[src/rtl/mem_arbiter.sv]
// Two-master arbiter in front of a single SDRAM controller port.
// Serialises read/write transactions and returns ack/err/rdata to the owner.
module mem_arbiter #(
    parameter int unsigned AW  = 23,
    parameter int unsigned DW  = 16,
    parameter int unsigned TMO = 255,
    parameter bit          RR  = 1'b1
) (
    input  logic          clk,
    input  logic          rst_n,
    input  logic          m0_req,
    input  logic          m1_req,
    input  logic          m0_we,
    input  logic          m1_we,
    input  logic [AW-1:0] m0_addr,
    input  logic [AW-1:0] m1_addr,
    input  logic [DW-1:0] m0_wdata,
    input  logic [DW-1:0] m1_wdata,
    output logic          m0_ack,
    output logic          m1_ack,
    output logic          m0_err,
    output logic          m1_err,
    output logic [DW-1:0] m_rdata,
    output logic          s_read,
    output logic          s_write,
    output logic [AW-1:0] s_addr,
    output logic [DW-1:0] s_wdata,
    input  logic          s_busy,
    input  logic          s_cack,
    input  logic          s_ready,
    input  logic [DW-1:0] s_rdata,
    output logic          grant
);

    localparam int unsigned CW = (TMO < 1) ? 1 : $clog2(TMO + 1);

    typedef enum logic [1:0] {
        S_IDLE     = 2'd0,
        S_ISSUE    = 2'd1,
        S_WAIT_RDY = 2'd2,
        S_DONE     = 2'd3
    } state_t;

    state_t        r_state;
    logic          r_we;
    logic [AW-1:0] r_addr;
    logic [DW-1:0] r_wdata;
    logic          r_rd_pend;
    logic          r_wr_pend;
    logic          r_grant;
    logic          r_last;
    logic [CW-1:0] r_cnt;
    logic          r_ack0;
    logic          r_ack1;
    logic          r_err0;
    logic          r_err1;
    logic [DW-1:0] r_rdata;

    logic          w_any_req;
    logic          w_pick;
    logic [CW-1:0] w_cnt_nxt;
    logic          w_timeout;

    // Single request wins outright; a tie goes to m0 (fixed) or the one not served last (RR).
    assign w_any_req = m0_req | m1_req;
    assign w_pick    = (m0_req & m1_req) ? (RR ? ~r_last : 1'b0) : m1_req;
    assign w_cnt_nxt = r_cnt + CW'(1);
    assign w_timeout = (w_cnt_nxt >= CW'(TMO));

    always_ff @(posedge clk or negedge rst_n) begin
        if (!rst_n) begin
            r_state   <= S_IDLE;
            r_we      <= 1'b0;
            r_addr    <= '0;
            r_wdata   <= '0;
            r_rd_pend <= 1'b0;
            r_wr_pend <= 1'b0;
            r_grant   <= 1'b0;
            r_last    <= 1'b1;
            r_cnt     <= '0;
            r_ack0    <= 1'b0;
            r_ack1    <= 1'b0;
            r_err0    <= 1'b0;
            r_err1    <= 1'b0;
            r_rdata   <= '0;
        end else begin
            r_ack0 <= 1'b0;
            r_ack1 <= 1'b0;
            r_err0 <= 1'b0;
            r_err1 <= 1'b0;
            case (r_state)
                S_IDLE: begin
                    if (w_any_req) begin
                        r_grant   <= w_pick;
                        r_we      <= w_pick ? m1_we : m0_we;
                        r_addr    <= w_pick ? m1_addr : m0_addr;
                        r_wdata   <= w_pick ? m1_wdata : m0_wdata;
                        r_rd_pend <= ~(w_pick ? m1_we : m0_we);
                        r_wr_pend <= w_pick ? m1_we : m0_we;
                        r_state   <= S_ISSUE;
                    end
                end
                S_ISSUE: begin
                    if (s_cack) begin
                        r_rd_pend <= 1'b0;
                        r_wr_pend <= 1'b0;
                        r_cnt     <= '0;
                        if (r_we || s_ready) begin
                            // Write done, or read data arrived together with the accept.
                            if (!r_we) r_rdata <= s_rdata;
                            r_ack0  <= ~r_grant;
                            r_ack1  <= r_grant;
                            r_state <= S_DONE;
                        end else begin
                            r_state <= S_WAIT_RDY;
                        end
                    end
                end
                S_WAIT_RDY: begin
                    if (s_ready) begin
                        r_rdata <= s_rdata;
                        r_ack0  <= ~r_grant;
                        r_ack1  <= r_grant;
                        r_state <= S_DONE;
                    end else if (w_timeout) begin
                        r_rdata <= '1;
                        r_ack0  <= ~r_grant;
                        r_ack1  <= r_grant;
                        r_err0  <= ~r_grant;
                        r_err1  <= r_grant;
                        r_state <= S_DONE;
                    end else begin
                        r_cnt <= w_cnt_nxt;
                    end
                end
                S_DONE: begin
                    r_last  <= r_grant;
                    r_state <= S_IDLE;
                end
                default: r_state <= S_IDLE;
            endcase
        end
    end

    // Strobes are masked by s_busy so a command is only presented when it can be taken.
    assign s_read  = r_rd_pend & ~s_busy;
    assign s_write = r_wr_pend & ~s_busy;
    assign s_addr  = r_addr;
    assign s_wdata = r_wdata;
    assign m_rdata = r_rdata;
    assign m0_ack  = r_ack0;
    assign m1_ack  = r_ack1;
    assign m0_err  = r_err0;
    assign m1_err  = r_err1;
    assign grant   = r_grant;

endmodule

[config.mk]
export PLATFORM = sky130hd
export DESIGN_NAME = mem_arbiter
export DESIGN_NICKNAME = d
export VERILOG_FILES = /design/src/rtl/mem_arbiter.sv
export SDC_FILE = /design/constraint.sdc
export NUM_CORES = 1
export LEC_CHECK = 0
export CAP_MARGIN = 10
export CORE_MARGIN = 1.5
export CORE_UTILIZATION = 40
export CTS_CLUSTER_SIZE = 12
export DETAILED_ROUTE_END_ITERATION = 10
export GPL_TIMING_DRIVEN = 0
export PLACE_DENSITY_LB_ADDON = 0.2
export SYNTH_ARGS = -nofsm -noshare
export SYNTH_HDL_FRONTEND = slang
export SYNTH_SLANG_ARGS = --single-unit
[constraint.sdc]
create_clock -name clk -period 2.43 [get_ports clk]
set_input_delay 0.243 -clock clk [delete_from_list [all_inputs] [get_ports clk]]
set_output_delay 0.243 -clock clk [all_outputs]
set_load 0.05 [all_outputs]
Yosys cells after proc, flatten, opt, wreduce, memory -nomap -nowiden
Index checks and enable logic that the tools add are counted.
{"block": "totals", "ff_bits": 74, "latch_bits": 0, "mem_bits_rw": 0, "rom_bits": 0, "in_bits": 103, "output_inout_bits": 62, "word_cells": 82, "mem_count": 0}
{"block": "classes", "add_sub_neg": 1, "n_mul": 0, "div": 0, "order_cmp": 1, "n_eq_ne": 10, "shift": 0, "muxes": 39, "n_bitwise": 8, "n_reduce_logical": 9}
{"cell": "16-bit two-way mux", "count": 6}
{"cell": "16-bit one-hot mux with 2 select lines", "count": 1}
{"cell": "8-bit two-way mux", "count": 3}
{"cell": "23-bit two-way mux", "count": 1}
{"cell": "1-bit two-way mux", "count": 18}
{"cell": "8-bit one-hot mux with 2 select lines", "count": 1}
{"cell": "2-bit != test, second input constant", "count": 6}
{"cell": "8-bit by 1-bit adder with 8-bit output, second input constant", "count": 1}
{"cell": "8-bit >= comparator, second input constant", "count": 1}
{"cell": "2-bit two-way mux", "count": 4}
{"cell": "1-bit one-hot mux with 2 select lines", "count": 4}
{"cell": "2-bit one-hot mux with 4 select lines", "count": 1}
{"cell": "3-bit AND reduction", "count": 2}
{"cell": "5-bit AND reduction", "count": 1}
{"cell": "2-bit == test, second input constant", "count": 2}
{"cell": "1-bit NOT", "count": 4}
{"cell": "4-bit AND reduction", "count": 1}
{"cell": "2-bit nonzero test", "count": 2}
{"cell": "1-bit bitwise AND", "count": 3}
{"cell": "3-bit != test, second input constant", "count": 1}
{"cell": "2-bit by 1-bit == test with 1-bit output, second input constant", "count": 1}
{"cell": "2-bit logical NOT", "count": 1}
{"cell": "2-bit AND reduction", "count": 1}
{"cell": "1-bit logical OR", "count": 1}
{"cell": "1-bit bitwise OR", "count": 1}

Depth between registers and ports, before layout
{"block": "depth", "depth_word": 6, "mapped_depth": 8, "depth_no_buf": 7}

Least setup slack after synthesis
OpenSTA, ideal clock, no wires.
{"block": "synth_timing", "kind": "register -> register", "startpoint": "register r_state[1]", "endpoint": "register r_rdata[10], in the netlist m_rdata[10]", "setup_time_ns": 0.129, "t_arrival_ns": 1.795, "required_time_ns": 2.301, "path_slack_ns": 0.506, "path_stages_with_launch": 9, "path_buffers": 1, "synth_period_minus_slack_ns": 1.924, "cell_sequence": "dfrtp_1 -> inv_1 -> ha_1 -> nand2_1 -> o21ai_1 -> nand2_1 -> clkbuf_1 -> nand2_1 -> nand3_1"}
{"block": "synth_via", "elab_chain_cells": 3, "elab_cells_between_ends": 9, "cone_classes": "eq/ne: 6; mux: 1; reduce/logical: 2"}
{"element": "start: declaration", "line_no": "44", "source": "state_t r_state;"}
{"element": "start signal: assignment", "line_no": "72", "source": "r_state <= S_IDLE;"}
{"element": "start signal: assignment", "line_no": "100", "source": "r_state <= S_ISSUE;"}
{"element": "start signal: assignment", "line_no": "113", "source": "r_state <= S_DONE;"}
{"element": "2-bit == test / 2-bit by 1-bit == test with 1-bit output (equally long branches)", "line_no": "91", "source": "case (r_state)"}
{"element": "3-bit != test (no source line) (tied with other cells)"}
{"element": "5-bit AND reduction (no source line)"}
{"element": "end signal: assignment", "line_no": "110", "source": "if (!r_we) r_rdata <= s_rdata;"}
{"element": "end signal: assignment", "line_no": "121", "source": "r_rdata <= s_rdata;"}
{"element": "end: declaration", "line_no": "57", "source": "logic [DW-1:0] r_rdata;"}
Several ways; a longest one is shown, not always the timed one.
A chain may end at the register's enable or synchronous reset.

Worst setup path after layout
{"block": "layout_timing", "startpoint": "register r_state[0]", "endpoint": "register r_cnt[2]"}
{"block": "layout_via", "elab_chain_cells": 3, "elab_cells_between_ends": 8, "cone_classes": "eq/ne: 5; mux: 1; reduce/logical: 2"}
{"element": "2-bit == test / 2-bit by 1-bit == test with 1-bit output (equally long branches)", "line_no": "91"}
{"element": "2-bit != test (no source line) / 2-bit nonzero test (equally long branches)"}
{"element": "4-bit AND reduction (no source line)"}
{"element": "end signal: assignment", "line_no": "133", "source": "r_cnt <= w_cnt_nxt;"}
{"element": "end: declaration", "line_no": "52", "source": "logic [CW-1:0] r_cnt;"}
Several ways; a longest one is shown, not always the timed one.

==> summary.txt <==
Place
  • Placed inst area: 5460 um2
  • Buffers added on ports: 163
  • HPWL Detailed: 7.95 mm
  • Routability Congestion: 0.851
  • Cells after DPL: 650
  • Post-place setup slack: -0.0605 ns

Detailed routing
  • Routed vias: 3502
  • DRC viols: 18
  • Routed len/inst: 15.6 um
  • Antenna Nets Post-Route: 0
  • Drt via density: 5.25
  • Routed WL: 10.4 mm
  • Initial DRT Pass Iterations: 8
  • Iter 0 DRT Violations: 155

Global routing
  • Vias in the first global route: 3497
  • Total GRT Usage: 21.5%
  • Initial antenna violation count: 0
  • First-pass GRT wire length: 16.9 mm
  • Pin count of the biggest net entering global routing: 57
  • Grt ovf: 0

Logic synthesis
  • Post-synth top flop: dfrtp_1
  • Post-Synth Adder-Cell Area: 2.39%
  • Main combinational cell family by area after synthesis: simple AND/OR/NAND/NOR gates
  • Post-Syn Area: 3670 um2
  • Syn Inst Count: 378
  • Syn nets: 488
  • Post-Synth Simple-Gate Area: 17.0%
  • Post-synthesis mux area share: 12.1%
  • Post-synthesis sequential element count: 74
  • Compound-cell area share of the yosys netlist: 13.3%
  • Share of the synthesized area in the top cell type: 49.7%
  • Post-Synth XOR/XNOR Area: 0.954%
  • Synth top cells by count: 73 x dfrtp_1, 65 x nand2_1, 46 x o21ai_0
  • Register area share after synthesis: 50.5%
  • Count leader, synth: dfrtp_1
  • Post-synth ARST share: 100%
  • Distinct cells, synth: 47
  • Top cells by area, synth: dfrtp_1 50%, mux2i_1 11%, nand2_1 6.6%, o21ai_0 6.3%, nand3_1 5.2%
  • Average size of a mapped cell: 9.72 um2
  • Post-synth EDFFs: 0
  • Largest area contributor in the netlist: dfrtp_1
  • Yosys warning count: 0

Critical path
  • CP Max Fanout: 10
  • R2R depth: 7
  • Critical-path top delay cell: dfrtp_1
  • Worst path cell trace: inv_1 -> ha_1 -> nand2b_1 -> and2_1 -> clkbuf_1 -> a2111o_1 -> a211oi_2
  • Reg2reg end: r_cnt[2]
  • R2r setup slk: 0.15 ns
  • Largest stage delay, worst path: 0.45 ns
  • CP Class: reg -> reg
  • Req. time, crit path: 2.69 ns
  • WP data arrival: 2.54 ns
  • CP endpoint kind: flop
  • Startpoint Class: flop
  • Reg-to-reg critical path startpoint: r_state[0]

Clock tree
  • CTS clk-pin slew, worst paths: 0.08 ns
  • Clock latency on the worst-skew pair: 0.35 ns
  • H-tree depth: 3
  • CTS Buffer Depth: 2
  • CTS sink count: 74
  • TritonCTS Buffers: 9
  • CTS tree: done
  • CTS root buf: clkbuf_8

Status
  • Failing checks: DRC
  • Status: finished, violations left

Final layout
  • Core Util, Final: 65.2%
  • Share of layout cells above drive strength 1: 6.26%
  • Fin cells: 667
  • Post-route cell area: 5740 um2
  • Diodes inserted: 0
  • # fillers: 764
  • Final net count: 664
  • Area grow syn2layout: 56.3%

STA
  • Setup ws final: 0.148 ns
  • Clock skew: 0.00784 ns
  • Max Clk Rate: 438 MHz
  • Worst relative slew slack: 60.1%
  • Fin Setup TNS: 0 ns
  • Final min period: 2.28 ns
  • Fin. Hold Viols: 0
  • Endpoints failing setup: 0
  • Min Hold Slack: 0.314 ns
  • Final period utilization: 93.9%
  • Worst Max-Slew Pin Slew: 0.594 ns
  • Slew Limit Fails: 0

Floorplan
  • Die area: 9760 um2
  • CORE AREA: 8810 um2
  • Die width: 98.8 um
  • Rows: 34
  • I/O Pins: 165
  • Initial core utilization: 41.7%
  • Die height: 98.8 um

Pwr
  • Power Total: 7.38 mW
  • P_leak: 2.54 nW
  • Peak VDD IR: 868 uV
  • P per Cell Area: 1290 nW/um2

Job
  • Max Cap Viol: 0

Min path
  • Hold Crit Class: in -> async
==> repair_timing <==
action / 4_1_cts / 5_1_grt
gates resized for setup: 1 / 2
setup endpoints to repair: 10 / 11
hold endpoints to repair: 18 / 0
hold buffers: 1 / 0
setup buffers: 0 / 0
==> worst max-delay path, delay by kind of cell, from the launching register on <==
| family | cells | cell delay [ns] |
|---|---|---|
| AOI/OAI and AO/OA | 2 | 0.67 |
| buffers and inverters | 2 | 0.37 |
| DFF | 1 | 0.45 |
| adders and majority gates | 1 | 0.30 |
| and+or+nand+nor | 2 | 0.41 |
==> cells in the final DEF, fill, tap and decap left out, types with 4 or more instances in the layout <==
cell type / instances
clkdlybuf4s50_1: 162
dfrtp_1: 73
nand2_1: 65
o21ai_0: 46
mux2i_1: 41
nand3_1: 38
clkbuf_1: 17
nor2_1: 12
inv_1: 11
clkbuf_8: 11
a21oi_1: 7
buf_2: 6
ha_1: 6
o22ai_1: 4
a22o_1: 4
==> layout make-up <==
class	count	area [um2]	share of cell area (%)
repair buffers	165	1670	29.0
multi-input cells	270	1690	29.5
plain buffers	23	97.6	1.70
inverters	11	41.3	0.719
well taps	108	135	2.35
flip-flops and latches	74	1850	32.3
clock buffers	12	155	2.70
clock inverters	4	97.6	1.70
==> state kept, by name (all words and copies together) (netlist names), 2 cells and up <==
register / count
s_wdata: 16
m_rdata: 16
s_addr: 23
r_cnt: 8
r_state: 2
==> kinds of logic after synthesis <==
| family | Yosys count |
|---|---|
| flip-flops | 74 |
| XOR/XNOR | 4 |
| adder cells (fa/ha/maj) | 7 |
| multiplexers | 44 |
| AO/OA/AOI/OAI | 80 |
| buffers and inverters | 34 |
| AND/OR/NAND/NOR | 135 |
==> routing by layer <==
metal,vias to the layer above,GRT usage [%],wire length (um)
li1,1687,-,-
met1,1655,26.4,4400
met2,148,37.7,5020
met3,12,5.53,856
met4,0,5.93,109
met5,-,0,0
==> worst max path at each step <==
| stage | from | end | slack, ns |
|---|---|---|---|
| floorplan | r_state[1] | m_rdata[10] | 0.51 |
| global placement | rst_n | m_rdata[7] | -1.44 |
| detailed placement | r_state[1] | m_rdata[11] | -0.06 |
| CTS | r_state[1] | m_rdata[7] | 0.14 |
| global route | r_state[0] | r_cnt[2] | -0.006 |
| finish | r_state[0] | r_cnt[2] | 0.15 |
==> report_power, final <==
group | internal [mW] | switching (mW) | leakage, nW | total, mW
clock network | 0.739 | 0.445 | 0.123 | 1.18
registers | 1.74 | 0.304 | 0.937 | 2.05
logic | 1.41 | 2.74 | 1.48 | 4.15
total | 3.89 | 3.49 | 2.54 | 7.38
No activity file was read; power rests on OpenSTA's default activity.
